<file path="config.mk">
export PLATFORM = sky130hd
export DESIGN_NAME = spi_adc_frame
export DESIGN_NICKNAME = d
export VERILOG_FILES = /design/src/rtl/spi_adc_frame.sv
export SDC_FILE = /design/constraint.sdc
export NUM_CORES = 1
export LEC_CHECK = 0
export BUFFER_PORTS_ARGS = -buffer_cell sky130_fd_sc_hd__clkbuf_2
export CELL_PAD_IN_SITES_DETAIL_PLACEMENT = 1
export CELL_PAD_IN_SITES_GLOBAL_PLACEMENT = 1
export CORE_ASPECT_RATIO = 0.7
export CORE_MARGIN = 8
export CORE_UTILIZATION = 46
export CTS_CLUSTER_DIAMETER = 80
export DETAILED_ROUTE_END_ITERATION = 10
export GPL_ROUTABILITY_DRIVEN = 0
export PLACE_DENSITY = 0.81
export SLEW_MARGIN = 0
export SYNTH_ARGS = -nofsm -noshare
export SYNTH_HDL_FRONTEND = slang
export SYNTH_SLANG_ARGS = --single-unit
</file>
<file path="constraint.sdc">
create_clock -name clk_i -period 2.3 [get_ports clk_i]
set_input_delay 0.23 -clock clk_i [delete_from_list [all_inputs] [get_ports clk_i]]
set_output_delay 0.23 -clock clk_i [all_outputs]
set_load 0.01 [all_outputs]
</file>
<file path="src/rtl/spi_adc_frame.sv">
// SPI mode-0 (CPOL=0, CPHA=0), MSB-first, full-duplex frame engine: one start_i runs one frame.
// Optional sticky overrun flag ovr_o is compiled in with `define SPI_FRAME_OVERRUN_EN.
module spi_adc_frame #(
   parameter int DataWidth  = 16,
   parameter int HalfPeriod = 4
) (
   input  logic                 clk_i,
   input  logic                 rst_i,
   input  logic                 start_i,
   input  logic [DataWidth-1:0] tx_data_i,
   input  logic                 miso_i,
   output logic                 sclk_o,
   output logic                 mosi_o,
   output logic                 cs_n_o,
   output logic [DataWidth-1:0] rx_data_o,
   output logic                 done_o,
   output logic                 busy_o
`ifdef SPI_FRAME_OVERRUN_EN
   ,
   output logic                 ovr_o
`endif
);

   localparam int PhW  = (HalfPeriod > 1) ? $clog2(HalfPeriod) : 1;
   localparam int BitW = $clog2(DataWidth + 1);

   typedef enum logic [2:0] {
      IDLE  = 3'd0,
      LEAD  = 3'd1,
      SHIFT = 3'd2,
      TRAIL = 3'd3,
      GAP   = 3'd4
   } state_e;

   // Handshake: start_i is a level request taken only in IDLE (tx_data_i latched in that cycle);
   // busy_o covers the whole frame plus CS-high gap, and done_o marks rx_data_o as fresh.
   state_e               state_q, state_d;
   logic [PhW-1:0]       ph_q, ph_d;
   logic [BitW-1:0]      bit_q, bit_d;
   logic [DataWidth-1:0] tx_sr_q, tx_sr_d;
   logic [DataWidth-1:0] rx_sr_q, rx_sr_d;
   logic [DataWidth-1:0] rx_data_q, rx_data_d;
   logic [DataWidth-1:0] tx_shift, rx_shift;
   logic                 sclk_q, sclk_d;
   logic                 mosi_q, mosi_d;
   logic                 cs_n_q, cs_n_d;
   logic                 done_q, done_d;
   logic                 busy_q, busy_d;
   logic                 ph_last;

   always_comb begin
      state_d   = state_q;
      ph_d      = ph_q;
      bit_d     = bit_q;
      tx_sr_d   = tx_sr_q;
      rx_sr_d   = rx_sr_q;
      rx_data_d = rx_data_q;
      sclk_d    = sclk_q;
      mosi_d    = mosi_q;
      cs_n_d    = cs_n_q;
      busy_d    = busy_q;
      done_d    = 1'b0;
      ph_last   = (ph_q == PhW'(HalfPeriod - 1));
      tx_shift  = tx_sr_q << 1;
      rx_shift  = (rx_sr_q << 1) | DataWidth'(miso_i);

      case (state_q)
         IDLE: begin
            if (start_i) begin
               state_d = LEAD;
               tx_sr_d = tx_data_i;
               mosi_d  = tx_data_i[DataWidth-1];
               cs_n_d  = 1'b0;
               busy_d  = 1'b1;
               ph_d    = '0;
               bit_d   = '0;
            end
         end
         LEAD: begin
            if (ph_last) begin
               ph_d    = '0;
               sclk_d  = 1'b1;
               rx_sr_d = rx_shift;
               state_d = SHIFT;
            end else begin
               ph_d = ph_q + 1'b1;
            end
         end
         SHIFT: begin
            if (ph_last) begin
               ph_d = '0;
               if (sclk_q) begin
                  // Falling SCLK: present the next bit; zeros shift in, so mosi ends at 0.
                  sclk_d  = 1'b0;
                  tx_sr_d = tx_shift;
                  mosi_d  = tx_shift[DataWidth-1];
                  bit_d   = bit_q + 1'b1;
               end else if (bit_q == BitW'(DataWidth)) begin
                  state_d = TRAIL;
                  mosi_d  = 1'b0;
               end else begin
                  sclk_d  = 1'b1;
                  rx_sr_d = rx_shift;
               end
            end else begin
               ph_d = ph_q + 1'b1;
            end
         end
         TRAIL: begin
            if (ph_last) begin
               ph_d      = '0;
               cs_n_d    = 1'b1;
               rx_data_d = rx_sr_q;
               done_d    = 1'b1;
               state_d   = GAP;
            end else begin
               ph_d = ph_q + 1'b1;
            end
         end
         GAP: begin
            if (ph_last) begin
               ph_d    = '0;
               busy_d  = 1'b0;
               state_d = IDLE;
            end else begin
               ph_d = ph_q + 1'b1;
            end
         end
         default: state_d = IDLE;
      endcase
   end

`ifdef SPI_FRAME_OVERRUN_EN
   logic ovr_q, ovr_d;
   assign ovr_d = ovr_q | (start_i & busy_q) | ((state_q == IDLE) & start_i & done_q);
   assign ovr_o = ovr_q;
`endif

   always_ff @(posedge clk_i) begin
      if (rst_i) begin
         state_q   <= IDLE;
         ph_q      <= '0;
         bit_q     <= '0;
         tx_sr_q   <= '0;
         rx_sr_q   <= '0;
         rx_data_q <= '0;
         sclk_q    <= 1'b0;
         mosi_q    <= 1'b0;
         cs_n_q    <= 1'b1;
         done_q    <= 1'b0;
         busy_q    <= 1'b0;
`ifdef SPI_FRAME_OVERRUN_EN
         ovr_q     <= 1'b0;
`endif
      end else begin
         state_q   <= state_d;
         ph_q      <= ph_d;
         bit_q     <= bit_d;
         tx_sr_q   <= tx_sr_d;
         rx_sr_q   <= rx_sr_d;
         rx_data_q <= rx_data_d;
         sclk_q    <= sclk_d;
         mosi_q    <= mosi_d;
         cs_n_q    <= cs_n_d;
         done_q    <= done_d;
         busy_q    <= busy_d;
`ifdef SPI_FRAME_OVERRUN_EN
         ovr_q     <= ovr_d;
`endif
      end
   end

   assign sclk_o    = sclk_q;
   assign mosi_o    = mosi_q;
   assign cs_n_o    = cs_n_q;
   assign rx_data_o = rx_data_q;
   assign done_o    = done_q;
   assign busy_o    = busy_q;

endmodule

</file>
==> results.yml, run 1 <==
cells_and_area:
  stdcell_count: 400
  syn2layout_area_growth_pct: 17.3
  num-fill-cells: 672
  n_antenna_cell: 0
  fin_util_pct: 55.1
  drive_gt1_share_pct: 23.7
  nNetsFinal: 343
pwr:
  power_density_nw_per_um2: 764
  power.leakage_nw: 1.19
  p_total_mw: 2.39
  ir_drop_mv: 0.369
critical_path:
  r2r-end: "state_q[0]"
  r2r_cells: 3
  required_ns: 2.48
  reg2reg_slack_ns: 0.40
  end_kind: "flop"
  critPathKind: "flop to flop"
  setup.worst_path.start_class: "flop"
  timing.rr.start: "state_q[1]"
  cp_max_fo: 14
  critPathArrivalTime_ns: 2.09
placed_design:
  dp.final_hpwl_um: 4440
  post-place-cells: 384
  port_buffers: 40
timing:
  whs_ns: 0.130
  clock_skew_ns: 0.00691
  setup-tns-final_ns: 0
  period_share_pct: 82.7
  worst_pin_slew_ns: 0.720
  final_hold_viol_count: 0
  clock.fmax_mhz: 526
  rsz0062_at_grt: "false"
  drv_slew: 0
  slew_headroom_pct: 52.0
  fin_crit_ns: 1.90
  setup_viol: 0
route:
  drt_drc_violations_left: 0
  vias_per_cell: 5.16
  postRouteAntennaNets: 0
  vias: 2062
  routedWlPerCell_um: 16.5
  drt_iter0_drc: 91
  finalWirelength_um: 6620
  dr.pass1.iters: 4
clocking:
  ctsHoldBuffers: 0
  cts_buffers: 9
  clock_latency_ns: 0.34
  clockBufferDepth: 2
  cts_resized: 0
  path_clk_slew_ns: 0.07
  cts_sinks: 62
  h-tree-depth: 3
  cts_tree: "built"
  cts_setup_buffers: 0
  root_buffer: "clkbuf_8"
synth:
  synth_area_um2: 2670
  ys.flop_type: "dfxtp_1"
  syn_avg_cell_area_um2: 9.55
  synth_cell_types: 45
  ys_seq_elements: 62
  synthArstFlopShare_pct: 0
  synth_nets: 302
  synth_edf_count: 0
  seq_area_frac_synth_pct: 46.6
  syn_inst: 279
  ys.warnings.count: 0
global_route:
  grt_usage_pct: 16.7
  grt_start_max_net_pins: 37
  grt_pass1_wl_um: 11000
  grt_antenna_before_repair: 0
  overflow: 0
  grt_pass1_vias: 2171
floorplan:
  boundaryPins: 41
  dieArea_um2: 8520
  core_area_um2: 5670
  initial_core_util_pct: 47.0
  die_y_um: 79.7
  die_w_um: 107
  rows: 23
min_path:
  hold_class: "primary input to flop"
  worstHoldEndpoint: "rx_sr_q[0]"
  min_path_cells: 3
  hp-start: "miso_i"
run_status:
  status: "completed"
run:
  maxCapViolCount: 0
## sequential cells by signal, summed over array words and instances (netlist names)
register / flops
state_q: 3
cs_n_o: 1
ph_q: 2
tx_sr_q: 15
rx_sr_q: 16
mosi_o: 1
busy_o: 1
rx_data_o: 16
done_o: 1
sclk_o: 1
bit_q: 5
## layout by cell type (no fill, tap or decap), types with 4 or more instances in the layout
| cell type | n |
|---|---|
| mux2i_1 | 29 |
| nor2_1 | 28 |
| a21oi_1 | 20 |
| nand2_1 | 38 |
| clkbuf_2 | 40 |
| a211oi_2 | 6 |
| xor2_1 | 5 |
| nand2b_1 | 16 |
| clkbuf_8 | 12 |
| dfxtp_1 | 62 |
| inv_1 | 4 |
| a211oi_1 | 9 |
| buf_4 | 8 |
## where the power goes
part | switching (mW) | internal (mW) | leakage [nW]
logic | 0.0842 | 0.0659 | 0.562
clock network | 0.411 | 0.698 | 0.120
registers | 0.0228 | 1.10 | 0.504
total | 0.518 | 1.87 | 1.19
## metal layers
| metal | global-route usage [%] | vias up | wire (um) |
|---|---|---|---|
| met2 | 26.3 | 42 | 3070 |
| met1 | 19.7 | 978 | 3130 |
| li1 | - | 1037 | - |
| met3 | 7.42 | 5 | 365 |
| met5 | 0 | - | 0 |
| met4 | 6.15 | 0 | 59 |
## critical path, stage by stage, from the launching register on
cell and delay [ns]:
dfxtp_1 0.62, and2b_1 0.32, a2111oi_0 0.65, nor4b_1 0.16
## synthesized netlist by cell type, types with 3 or more instances
cell type	count	share of area, %
a211oi_2	6	2.8
a211oi_1	9	2.5
clkbuf_1	6	0.85
nand2_1	38	5.4
o21ai_0	3	0.56
ha_1	3	1.4
nand2b_1	16	3.8
dfxtp_1	62	47
buf_2	5	0.94
a21oi_1	20	3.8
a22oi_1	3	0.85
and3_1	3	0.70
inv_1	4	0.56
buf_4	3	0.85
xor2_1	5	1.6
nor2_1	28	3.9
mux2i_1	29	11
## stage by stage
step | cell area, um^2 | setup slack, ns
2_1_floorplan | 2670 | 0.779
4_1_cts | 3130 | 0.361
6_report | 3130 | 0.397
5_1_grt | 3130 | 0.275
3_5_place_dp | 2890 | 0.519
3_3_place_gp | 2890 | 0.602
## cell type report
type	instances	area (um^2)	area share [%]
multi-input cells	195	1280	41.0
inverters	4	15.0	0.480
clock buffers	13	169	5.40
clock inverters	3	65.1	2.08
flip-flops and latches	62	1240	39.7
well taps	75	93.8	3.00
repair buffers	48	260	8.33
## logic make-up after synthesis
group,count (synthesis),synth area share [%]
compound gates,51,13.8
mux,31,11.7
buf+inv,22,5.35
flops,62,46.6
fa+ha+maj,3,1.41
xor+xnor,7,2.30
simple gates,103,18.9
## worst max-delay path by stage
stage / from / to / slack (ns) / cells past startpoint
final: state_q[1] / state_q[0] / 0.40 / 3
after CTS: state_q[1] / state_q[0] / 0.36 / 3
after global routing: state_q[1] / state_q[0] / 0.27 / 3
after floorplan: bit_q[0] / rx_sr_q[0] / 0.78 / 7
after detailed placement: state_q[1] / tx_sr_q[7] / 0.52 / 5
after global placement: bit_q[0] / rx_sr_q[1] / 0.60 / 6
Note: power is estimated with default switching activity, not from simulation.
==> run 2: changes to the inputs <==
- CORE_UTILIZATION: 46 -> 43
- PLACE_DENSITY: 0.81 -> 0.77
- clock period: 2.3 -> 1.9 ns (I/O delays scaled with it)
==> results.yml, run 2 (synthesized netlist as in run 1, its figures left out) <==
pwr:
  comb_power_share_pct: 7.4
  switchingPower_mw: 0.588
  ir_drop_mv: 0.384
  seqPwrFrac_pct: 52.8
  power.leakage_nw: 1.20
  power_frac_clock_pct: 39.8
  power_density_nw_per_um2: 817
  switching_share_pct: 22.8
  p_int_mw: 1.99
critical_path:
  crit_family: "flip-flops"
  critPathSlowestCell: "dfxtp_1"
  path_cells: "nor3b_2, buf_4, mux2i_1, a211oi_2"
  critPathArrivalTime_ns: 1.88
  crit_path_start: "state_q[1]"
  max_stage_delay_ns: 0.53
  reg2reg_slack_ns: 0.20
  required_ns: 2.09
  end_kind: "flop"
  critPathKind: "flop to flop"
  path_buf_inv: 1
  cp_max_fo: 15
  timing.rr.start: "state_q[1]"
  setup.worst_path.start_class: "flop"
min_path:
  hp-start: "miso_i"
  hold_class: "primary input to flop"
timing:
  fin_crit_ns: 1.70
  worst_pin_slew_ns: 0.571
  final_hold_viol_count: 0
  drv_slew: 0
  slew_headroom_pct: 62.0
  setup-tns-final_ns: 0
  rsz0062_at_grt: "false"
  clock_skew_ns: 0.00548
  setup_viol: 0
  period_share_pct: 89.3
  clock.fmax_mhz: 590
floorplan:
  boundaryPins: 41
  rows: 24
  dieArea_um2: 9010
  die_y_um: 81.9
  initial_core_util_pct: 43.7
  die_w_um: 110
  core_area_um2: 6100
global_route:
  grt_usage_pct: 14.6
  grt_pass1_wl_um: 10200
  grt_start_max_net_pins: 27
  grt_antenna_before_repair: 0
  grt_pass1_vias: 2139
  overflow: 0
route:
  routedWlPerCell_um: 14.8
  postRouteAntennaNets: 0
  vias_per_cell: 5.03
  finalWirelength_um: 6020
  dr.pass1.iters: 4
  drt_drc_violations_left: 0
  vias: 2041
  drt_iter0_drc: 52
clocking:
  h-tree-depth: 3
  root_buffer: "clkbuf_8"
  cts_tree: "built"
  cts_buffers: 9
  cts_sinks: 62
  clock_latency_ns: 0.33
  cts_setup_buffers: 0
  clockBufferDepth: 2
  cts_resized: 0
  ctsHoldBuffers: 0
  path_clk_slew_ns: 0.06
cells_and_area:
  fin_util_pct: 51.8
  n_antenna_cell: 0
  drive_gt1_share_pct: 24.4
  final_cell_area_um2: 3160
  final_cell_mix: "62 x dfxtp_1, 40 x clkbuf_2, 38 x nand2_1"
  syn2layout_area_growth_pct: 18.5
  nNetsFinal: 348
  layout_commonest_cell: "dfxtp_1"
run:
  maxCapViolCount: 0
run_status:
  status: "completed"
placed_design:
  port_buffers: 40
  placed_area_um2: 2980
  dp.final_hpwl_um: 4490
==> run 2: cell count changes in the layout (fill, tap and decap cells not counted) <==
cell | previous run | this run
buf_4 | 8 | 9
bufinv_16 | 2 | 0
buf_12 | 0 | 4
==> run 2: routing by layer <==
layer | vias to the layer above | GRT usage [%] | share of wire (%) | wire [um]
met5 | - | 0 | 0 | 0
li1 | 1051 | - | - | -
met1 | 956 | 18.3 | 49 | 2960
met2 | 32 | 22.9 | 46 | 2740
met4 | 0 | 3.97 | 0.28 | 17
met3 | 2 | 5.72 | 4.9 | 297
==> run 2: final timing paths <==
kind,endpoint,depth (start not counted)
setup reg to reg,tx_sr_q[14],4
setup / recovery,tx_sr_q[14],4
hold / removal,rx_sr_q[0],3
hold reg to reg,rx_data_o[3],2
==> run 2: layout make-up <==
| class | instances | area, um^2 |
|---|---|---|
| fillers | 746 | 2940 |
| multi-input cells | 195 | 1280 |
| flip-flops and latches | 62 | 1240 |
| repair buffers | 53 | 348 |
| clock buffers | 13 | 169 |
| well taps | 78 | 97.6 |
| inverters | 4 | 15.0 |
| clock inverters | 1 | 5.00 |
==> run 2: worst register-to-register path, cell delays in order (launching register included) <==
cell      delay [ns]
dfxtp_1         0.53
nor3b_2         0.29
buf_4           0.31
mux2i_1         0.31
a211oi_2        0.12
==> run 2: metrics by stage <==
step | hold slack, ns | power [mW] | worst slack, ns | instances
after floorplan | 0.346 | 1.51 | 0.379 | 279
after global placement | 0.442 | 1.57 | 0.306 | 392
after detailed placement | 0.449 | 1.58 | 0.210 | 392
after CTS | 0.0910 | 2.62 | 0.192 | 406
after global routing | 0.109 | 2.72 | 0.0551 | 406
final | 0.106 | 2.58 | 0.204 | 406
==> run 2: power by group through the flow <==
stage	Sequential (mW)	Combinational (mW)	Clock (mW)
6_report	1.36	0.191	1.03
5_1_grt	1.37	0.214	1.13
4_1_cts	1.36	0.195	1.07
3_5_place_dp	1.39	0.192	0
3_3_place_gp	1.39	0.184	0
2_1_floorplan	1.38	0.130	0
